**src/rtl/serial_add_pkg.sv**
```systemverilog
// Shared types and constants for the bit-serial adder controller.
package serial_add_pkg;

    localparam int DEFAULT_WIDTH = 8;

    typedef enum logic [1:0] {
        IDLE = 2'd0,
        RUN  = 2'd1,
        DONE = 2'd2
    } state_t;

    // Bit-index counter width; a 1-bit counter still suffices for WIDTH == 2
    function automatic int cnt_width(input int width);
        return (width < 2) ? 1 : $clog2(width);
    endfunction

endpackage

```
**src/rtl/fa_bit.sv**
```systemverilog
// Single combinational full-adder cell, reused for every bit position.
module fa_bit (
    input  logic a,
    input  logic b,
    input  logic cin,
    output logic s,
    output logic cout
);

    assign s    = a ^ b ^ cin;
    assign cout = (a & b) | (cin & (a ^ b));

endmodule

```
**src/rtl/serial_adder_ctrl.sv**
```systemverilog
// Bit-serial adder: one full-adder cell walks the operands LSB first over WIDTH cycles.
// Define SERIAL_ADD_OVF_EN to add the registered signed-overflow output ovf.
module serial_adder_ctrl
    import serial_add_pkg::*;
#(
    parameter int WIDTH = DEFAULT_WIDTH
) (
    input  logic             clk,
    input  logic             rst,
    input  logic             start,
    input  logic [WIDTH-1:0] a,
    input  logic [WIDTH-1:0] b,
    input  logic             cin,
    output logic             busy,
    output logic             done,
    output logic [WIDTH-1:0] sum,
    output logic             cout
`ifdef SERIAL_ADD_OVF_EN
    ,
    output logic             ovf
`endif
);

    localparam int            CW   = cnt_width(WIDTH);
    localparam logic [CW-1:0] LAST = CW'(WIDTH - 1);

    state_t           state;
    state_t           state_next;
    logic [WIDTH-1:0] a_sh;
    logic [WIDTH-1:0] b_sh;
    logic [WIDTH-2:0] acc;
    logic [WIDTH-1:0] acc_shift;
    logic             carry;
    logic [CW-1:0]    cnt;
    logic             fa_s;
    logic             fa_c;
    logic             last_bit;

    fa_bit u_fa (
        .a   (a_sh[0]),
        .b   (b_sh[0]),
        .cin (carry),
        .s   (fa_s),
        .cout(fa_c)
    );

    // acc only needs WIDTH-1 bits: the final cell output supplies the MSB directly
    assign acc_shift = {fa_s, acc};
    assign last_bit  = (cnt == LAST);

    always_ff @(posedge clk or posedge rst) begin
        if (rst) begin
            state <= IDLE;
        end else begin
            state <= state_next;
        end
    end

    always_comb begin
        state_next = state;
        case (state)
            IDLE:    if (start) state_next = RUN;
            RUN:     if (last_bit) state_next = DONE;
            DONE:    state_next = IDLE;
            default: state_next = IDLE;
        endcase
    end

    always_comb begin
        busy = (state == RUN);
        done = (state == DONE);
    end

    // Carry register during the last RUN cycle is the carry into the MSB
    always_ff @(posedge clk or posedge rst) begin
        if (rst) begin
            a_sh  <= '0;
            b_sh  <= '0;
            acc   <= '0;
            carry <= 1'b0;
            cnt   <= '0;
            sum   <= '0;
            cout  <= 1'b0;
`ifdef SERIAL_ADD_OVF_EN
            ovf   <= 1'b0;
`endif
        end else begin
            case (state)
                IDLE: begin
                    if (start) begin
                        a_sh  <= a;
                        b_sh  <= b;
                        carry <= cin;
                        cnt   <= '0;
                        acc   <= '0;
                    end
                end
                RUN: begin
                    acc   <= acc_shift[WIDTH-1:1];
                    carry <= fa_c;
                    a_sh  <= a_sh >> 1;
                    b_sh  <= b_sh >> 1;
                    if (last_bit) begin
                        sum  <= acc_shift;
                        cout <= fa_c;
`ifdef SERIAL_ADD_OVF_EN
                        ovf  <= carry ^ fa_c;
`endif
                    end else begin
                        cnt <= cnt + CW'(1);
                    end
                end
                default: ;
            endcase
        end
    end

endmodule

```
**config.mk**
```make
export PLATFORM = sky130hd
export DESIGN_NAME = serial_adder_ctrl
export DESIGN_NICKNAME = d
export VERILOG_FILES = /design/src/rtl/serial_add_pkg.sv /design/src/rtl/fa_bit.sv /design/src/rtl/serial_adder_ctrl.sv
export SDC_FILE = /design/constraint.sdc
export NUM_CORES = 1
export LEC_CHECK = 0
export ABC_CLOCK_PERIOD_IN_PS = 2600
export CORE_MARGIN = 5
export CORE_UTILIZATION = 46
export CTS_BUF_LIST = sky130_fd_sc_hd__clkbuf_8
export DETAILED_ROUTE_END_ITERATION = 16
export GPL_ROUTABILITY_DRIVEN = 0
export PLACE_DENSITY = 0.68
export SYNTH_ARGS = -nofsm -noshare
export SYNTH_HDL_FRONTEND = slang
export SYNTH_SLANG_ARGS = --single-unit
```
**constraint.sdc**
```tcl
create_clock -name clk -period 2.6 [get_ports clk]
set_input_delay 0.52 -clock clk [delete_from_list [all_inputs] [get_ports clk]]
set_output_delay 0.52 -clock clk [all_outputs]
set_load 0.02 [all_outputs]
```
* Word level (Yosys, flattened, before mapping) *
Cells that the tools add are included.

operators by class
  bitwise operators = 5
  reduce and logical (&&, ||, !) cells = 6
  mux-type cells = 14
  $add $sub $neg = 1
  equality and inequality tests = 6

operators with widths
  cell                   count
  $pmux W8 S2            2
  $mux W8                2
  $pmux W7 S2            1
  $mux W7                1
  $mux W3                2
  $pmux W3 S2            1
  $reduce_and A2 Y1      3
  $mux W2                2
  $ne A2 B2 Y1 const B   2
  $pmux W2 S2            1
  $add A3 B1 Y3 const B  1
  $eq A3 B3 Y1 const B   1
  $reduce_and A3 Y1      1
  $and A1 B1 Y1          2
  $eq A2 B1 Y1 const B   1
  $eq A2 B2 Y1 const B   1
  $logic_not A2 Y1       1
  $ne A2 B1 Y1 const B   1
  $pmux W1 S2            1
  $reduce_bool A2 Y1     1
  $xor A1 B1 Y1          2
  $mux W1                1
  $or A1 B1 Y1           1

word-level totals
  logic and storage cells = 40
  register bits after elaboration = 38
  output and inout bits = 11
  input bits = 20

* Logic depth before layout (Yosys ltp) *
Gate-level depths: netlist (run 1).

  depth after elaboration = 4
  depth in mapped cells = 5
  gate-level depth less buffers = 4

* Cells and area by module *
From an unflattened synthesis (run 1), not the netlist that was laid out.

second synthesis, totals
  cell total of the unflattened synthesis = 150
  area, all modules = 1784.2 µm²

modules (own cells, without submodules)
  module             cells an instance  times used  area each (µm²)  sequential area each (µm²)
  serial_adder_ctrl  149                1           1764.2           950.9
  fa_bit             1                  1           20.0             0.0

* Worst setup path before layout (run 1) *
Ideal clock, no wire load.

  path type = reg-to-output
  from = register state[1]
  to = output done
  path buffers = 2
  cell stages (with the launch flop) = 4
  arrival time = 1104 ps
  setup slack = 976 ps
  path through = dfrtp_1 -> buf_4 -> buf_6 -> nor2b_1

on the way
  word-level cells in the longest chain between the ends = 1

ends and longest elaborated chain
  element                 RTL line                 text
  start, declared         serial_adder_ctrl.sv:27  state_t state;
  start signal, assigned  serial_adder_ctrl.sv:55  state <= state_next;
  $eq A2 B2 Y1            serial_adder_ctrl.sv:71  done = (state == DONE);
  end, declared           serial_adder_ctrl.sv:15  output logic done,

No other way between the ends.

* Worst setup path after layout (run 1) *
Ends and elaborated chain as after synthesis.

==> flow_summary.json, run 1 <==
{
  "status": "complete, no violations",
  "rows": 23,
  "met2_length_mm": 1.801,
  "finalMaxSlewViolations": 0,
  "timing.fmax_ghz": 0.4389,
  "grtUsageTotal": 0.1528,
  "final_cell_mix": "38 x dfrtp_1, 30 x clkdlybuf4s50_1, 20 x inv_1",
  "hold_start": "a_sh[7]",
  "yosysWarnings": 0,
  "seq_area_frac_synth": 0.5000,
  "post-route-util": 0.5787,
  "hold_class": "flip-flop to flip-flop",
  "synth_edf_count": 0,
  "worstReg2RegEnd": "sum[4]",
  "cts-hold-fix-buffers": 0,
  "critPathMaxFanout": 24,
  "start_util": 0.4754,
  "end_kind": "output port",
  "die_area_mm2": 0.005520,
  "r2r-start": "cnt[0]",
  "wl_met1_mm": 1.642,
  "drt-initial-drc-count": 81,
  "wl_per_cell_um": 15.62,
  "netlist_instances": 155,
  "timing.critical_path.buf_inv": 2,
  "critPathLaunchType": "flip-flop",
  "postCtsSetupBuffers": 0,
  "cts.sinks": 38,
  "cpMaxStageDelayCell": "clkdlybuf4s50_1",
  "peakVddDrop_v": 0.0005417,
  "hold_violations": 0,
  "whs_endpoint": "a_sh[7]",
  "synth-seq-cells": 38,
  "root_buffer": "clkbuf_8",
  "cts_buffers": 5,
  "htreeDepth": 2,
  "p_leak_nw": 1.046,
  "power_mw": 2.657,
  "fin_tns_setup_ns": 0,
  "wl_met3_um": 214,
  "finalCriticalPeriod_ns": 2.279,
  "synth-main-ff-cell": "dfrtp_1",
  "diodes": 0,
  "grt_pass1_vias": 1397,
  "die_height_um": 74.30,
  "grt_pass1_wl_mm": 6.534,
  "r2r_slack_ns": 0.77,
  "drive_gt1_frac": 0.1882,
  "antenna_left": 0,
  "first_pass_iters": 5,
  "grt_antenna_before_repair": 0,
  "crit_type": "flip-flop to output port",
  "num_io_pins": 31,
  "crit_path_cell_trace": "buf_4, nor2b_1, clkdlybuf4s50_1",
  "syn_avg_cell_area_um2": 12.27,
  "max-cap-violations": 0,
  "portBuffers": 30,
  "clk_pin_slew_ns": 0.08,
  "timing.final.crit_share": 0.8764,
  "cts_buffer_depth": 2,
  "core-area_mm2": 0.004000,
  "relSlewSlack": 0.4551,
  "cp_data_required_time_ns": 2.08,
  "cts_resized": 0,
  "clkLatencyLatePin_ns": 0.29,
  "holdPathStages": 2,
  "cts_tree": "yes",
  "setup_viol": 0,
  "pwr_density_cell_mw_per_mm2": 1148,
  "fin_cells": 236,
  "syn_area_mm2": 0.001902,
  "dp_cells": 228,
  "slowest_delay_ns": 0.61,
  "hpwlAfterDp_mm": 2.421,
  "avgViaCountPerCell": 5.403,
  "async_reset_ff_frac": 1.000,
  "die_width_um": 74.30,
  "crit_family": "buffers and inverters",
  "finalNetCount": 208,
  "worstMarginPinSlew_ns": 0.8164,
  "arrival_ns": 1.76,
  "syn2layout_area_growth_pct": 21.71,
  "grt_start_max_net_pins": 39,
  "drc": 0,
  "top_layer": "met4",
  "synth_nets": 178,
  "rsz0062_at_grt": "no",
  "ys_types": 29,
  "via_count": 1275,
  "clock_skew_ns": 0.005290,
  "reg2reg_depth": 4,
  "finalWirelength_mm": 3.686,
  "grt_overflow": 0,
  "final_common_cell": "dfrtp_1"
}
[logic make-up after synthesis]
group | synth area share
AND/OR/NAND/NOR | 0.1612
flip-flops | 0.5000
buffers and inverters | 0.09012
AO/OA/AOI/OAI | 0.1717
multiplexers | 0.05329
adder cells (fa/ha/maj) | 0.02368
[worst min-delay path: stages, from the launching register on]
cell and delay (ns):
dfrtp_1 0.35, nand2_1 0.06, o221ai_1 0.06
[final cells by class]
class,instances,area (µm²)
fill,340,1685
sequential,38,950.9
multi-input combinational,85,779.5
timing repair buffer,35,337.8
inverter,20,75.07
clock buffer,5,68.82
tap,50,62.56
clock inverter,3,40.04
[synth_stat cells, types with 3 or more instances]
| cell | n | share of area |
|---|---|---|
| dfrtp_1 | 38 | 0.50 |
| inv_1 | 20 | 0.039 |
| nor2b_1 | 16 | 0.053 |
| nor3b_1 | 12 | 0.047 |
| a221oi_2 | 10 | 0.079 |
| mux2_2 | 9 | 0.053 |
| a22o_1 | 7 | 0.032 |
| buf_6 | 5 | 0.030 |
| a211o_1 | 3 | 0.014 |
| a222oi_1 | 3 | 0.016 |
| and3_1 | 3 | 0.0099 |
| buf_4 | 3 | 0.012 |
| nand3b_1 | 3 | 0.012 |
[state kept, by name, summed over array words and instances (netlist names)]
register  flops
a_sh          8
b_sh          8
sum           8
acc           7
cnt           3
state         2
carry         1
cout          1
[metal layers]
layer	vias to the layer above	global-route usage
li1	607	-
met1	627	0.1890
met2	38	0.2638
met3	3	0.05000
met4	0	0.02964
met5	-	0
[how the worst max path moves through the flow]
| stage | endpoint | depth (start not counted) | from |
|---|---|---|---|
| global placement | a_sh[5] | 3 | start |
| finish | done | 3 | state[1] |
| detailed placement | a_sh[4] | 3 | start |
| global route | done | 3 | state[1] |
| CTS | done | 3 | state[1] |
| floorplan | done | 3 | state[1] |
[power breakdown]
group          switching, mW  leakage [nW]  internal (mW)
logic                  0.543         0.537          0.592
clock network          0.212        0.0579          0.282
registers              0.170         0.452          0.859
total                  0.924          1.05           1.73
[through the flow]
stage | area [µm²] | hold slack [ns] | setup slack [ns]
3_5_place_dp | 2206 | 0.4814 | 0.5941
3_3_place_gp | 2206 | 0.4721 | 0.6449
6_report | 2315 | 0.4998 | 0.3213
4_1_cts | 2315 | 0.4984 | 0.2993
5_1_grt | 2315 | 0.5309 | 0.2356
2_1_floorplan | 1902 | 0.4590 | 0.9756
(Power assumes the default switching activity.)
==> run 2: changes to the inputs <==
ABC_CLOCK_PERIOD_IN_PS = default   (was 2600)
CTS_CLUSTER_SIZE = 10   (was default)
==> results of run 2 <==
Same layout as run 1: the final DEF is identical, and so are final timing and power.
==> run 3: changes to the inputs <==
ABC_CLOCK_PERIOD_IN_PS = 2600   (was default)
CORE_UTILIZATION = 55   (was 46)
PLACE_DENSITY = 0.8   (was 0.68)
==> flow_summary.json, run 3 (synthesis gave the netlist of run 1 again) <==
{
  "die_height_um": 68.81,
  "finalNetCount": 208,
  "power_frac_comb": 0.414,
  "clock_skew_ns": 0.007405,
  "wl_per_cell_um": 14.75,
  "grt_util_met2": 0.2837,
  "relSlewSlack": 0.5204,
  "avgViaCountPerCell": 5.388,
  "grt_pass1_wl_mm": 5.706,
  "finalCriticalPeriod_ns": 2.265,
  "end_kind": "output port",
  "clk_pin_slew_ns": 0.07,
  "cts_buffer_depth": 2,
  "hold_violations": 0,
  "p_sw_mw": 0.9103,
  "syn2layout_area_growth_pct": 22.96,
  "power_frac_seq": 0.369,
  "cp_data_required_time_ns": 2.08,
  "grtUsageTotal": 0.1662,
  "cellInternalPower_mw": 1.834,
  "arrival_ns": 1.75,
  "grt_pass1_vias": 1322,
  "p_leak_nw": 1.057,
  "max-cap-violations": 0,
  "grt_antenna_before_repair": 0,
  "finalMaxSlewViolations": 0,
  "cts.sinks": 38,
  "peakVddDrop_v": 0.0006273,
  "place_area_mm2": 0.002201,
  "start_util": 0.5699,
  "stdcell_area_mm2": 0.002338,
  "drc": 0,
  "final_cell_mix": "38 x dfrtp_1, 30 x clkdlybuf4s50_1, 20 x inv_1",
  "drt-initial-drc-count": 70,
  "first_pass_iters": 4,
  "rsz0062_at_grt": "no",
  "antenna_left": 0,
  "cts_tree": "yes",
  "clkLatencyLatePin_ns": 0.29,
  "core-area_mm2": 0.003337,
  "cts_buffers": 5,
  "critPathLaunchType": "flip-flop",
  "cts_resized": 0,
  "timing.final.crit_share": 0.8712,
  "portBuffers": 30,
  "hpwlAfterDp_mm": 2.288,
  "grt_start_max_net_pins": 39,
  "die_width_um": 68.81,
  "met1_usage": 0.1908,
  "crit_type": "flip-flop to output port",
  "critPathMaxFanout": 24,
  "drive_gt1_frac": 0.1882,
  "fin_tns_setup_ns": 0,
  "timing.fmax_ghz": 0.4415,
  "swShare": 0.3317,
  "hold_class": "flip-flop to flip-flop",
  "diodes": 0,
  "grt_overflow": 0,
  "die_area_mm2": 0.004734,
  "pwr_density_cell_mw_per_mm2": 1174,
  "final_common_cell": "dfrtp_1",
  "grt_use_met3": 0.04700,
  "cts-hold-fix-buffers": 0,
  "worstMarginPinSlew_ns": 0.7174,
  "finalWirelength_mm": 3.422,
  "root_buffer": "clkbuf_8",
  "setup_viol": 0,
  "htreeDepth": 2,
  "postCtsSetupBuffers": 0,
  "via_count": 1250,
  "fill_cells": 264,
  "rows": 21,
  "reg.largest.list": "a_sh (8), b_sh (8), sum (8)",
  "num_io_pins": 31,
  "busiest_layer": "met2",
  "status": "complete, no violations",
  "clkPwrFrac": 0.217
}
-- run 3: cell count changes in the layout (fill, tap and decap cells not counted), sizes merged --
| cell | delta |
|---|---|
| clkinv | -1 |
| bufinv | +1 |
-- run 3: layer usage --
layer,share of wire,wire [µm]
met2,0.51,1740
met1,0.42,1451
met4,0.0053,18
met5,0,0
met3,0.062,212
-- run 3: critical path, stage by stage, from the launching register on --
cell	delay (ns)
dfrtp_1	0.39
buf_4	0.27
nor2b_1	0.18
clkdlybuf4s50_1	0.62
-- run 3: path summary, 6_finish.rpt --
check | slack, ns | endpoint | from | cells after the start
worst max-delay path | 0.33 | done | state[1] | 3
worst min-delay path | 0.50 | acc[0] | acc[0] | 1
worst max register to register | 0.78 | sum[1] | cnt[0] | 4
worst min register to register | 0.50 | acc[0] | acc[0] | 1
max in group asynchronous | 1.64 | a_sh[6] | rst | 3
min in group asynchronous | 0.63 | sum[3] | rst | 3
-- run 3: per-stage QoR --
| stage | total power [mW] | setup WS [ns] | instances | util | hold WS (ns) |
|---|---|---|---|---|---|
| global route | 2.933 | 0.2277 | 232 | 0.7008 | 0.5137 |
| finish | 2.744 | 0.3349 | 232 | 0.7008 | 0.4989 |
| detailed placement | 2.176 | 0.6232 | 224 | 0.6595 | 0.4783 |
| CTS | 2.783 | 0.3092 | 232 | 0.7008 | 0.4965 |
| floorplan | 1.885 | 0.9756 | 155 | - | 0.4590 |
| global placement | 2.125 | 0.6591 | 224 | 0.6595 | 0.4735 |
-- run 3: power groups by stage --
stage               sequential [mW]  combinational (mW)  clock (mW)
finish                         1.01                1.14       0.597
CTS                            1.02                1.16       0.611
detailed placement             1.03                1.15           0
floorplan                      1.08               0.810           0
global route                   1.05                1.25       0.637
global placement               1.01                1.11           0
-- run 3: final cells by class --
| type | instances | area (µm²) | share of cell area |
|---|---|---|---|
| clock buffer | 5 | 68.82 | 0.02943 |
| clock inverter | 3 | 68.82 | 0.02943 |
| inverter | 20 | 75.07 | 0.03210 |
| multi-input combinational | 85 | 779.5 | 0.3333 |
| sequential | 38 | 950.9 | 0.4066 |
| tap | 46 | 57.56 | 0.02461 |
| timing repair buffer | 35 | 337.8 | 0.1445 |
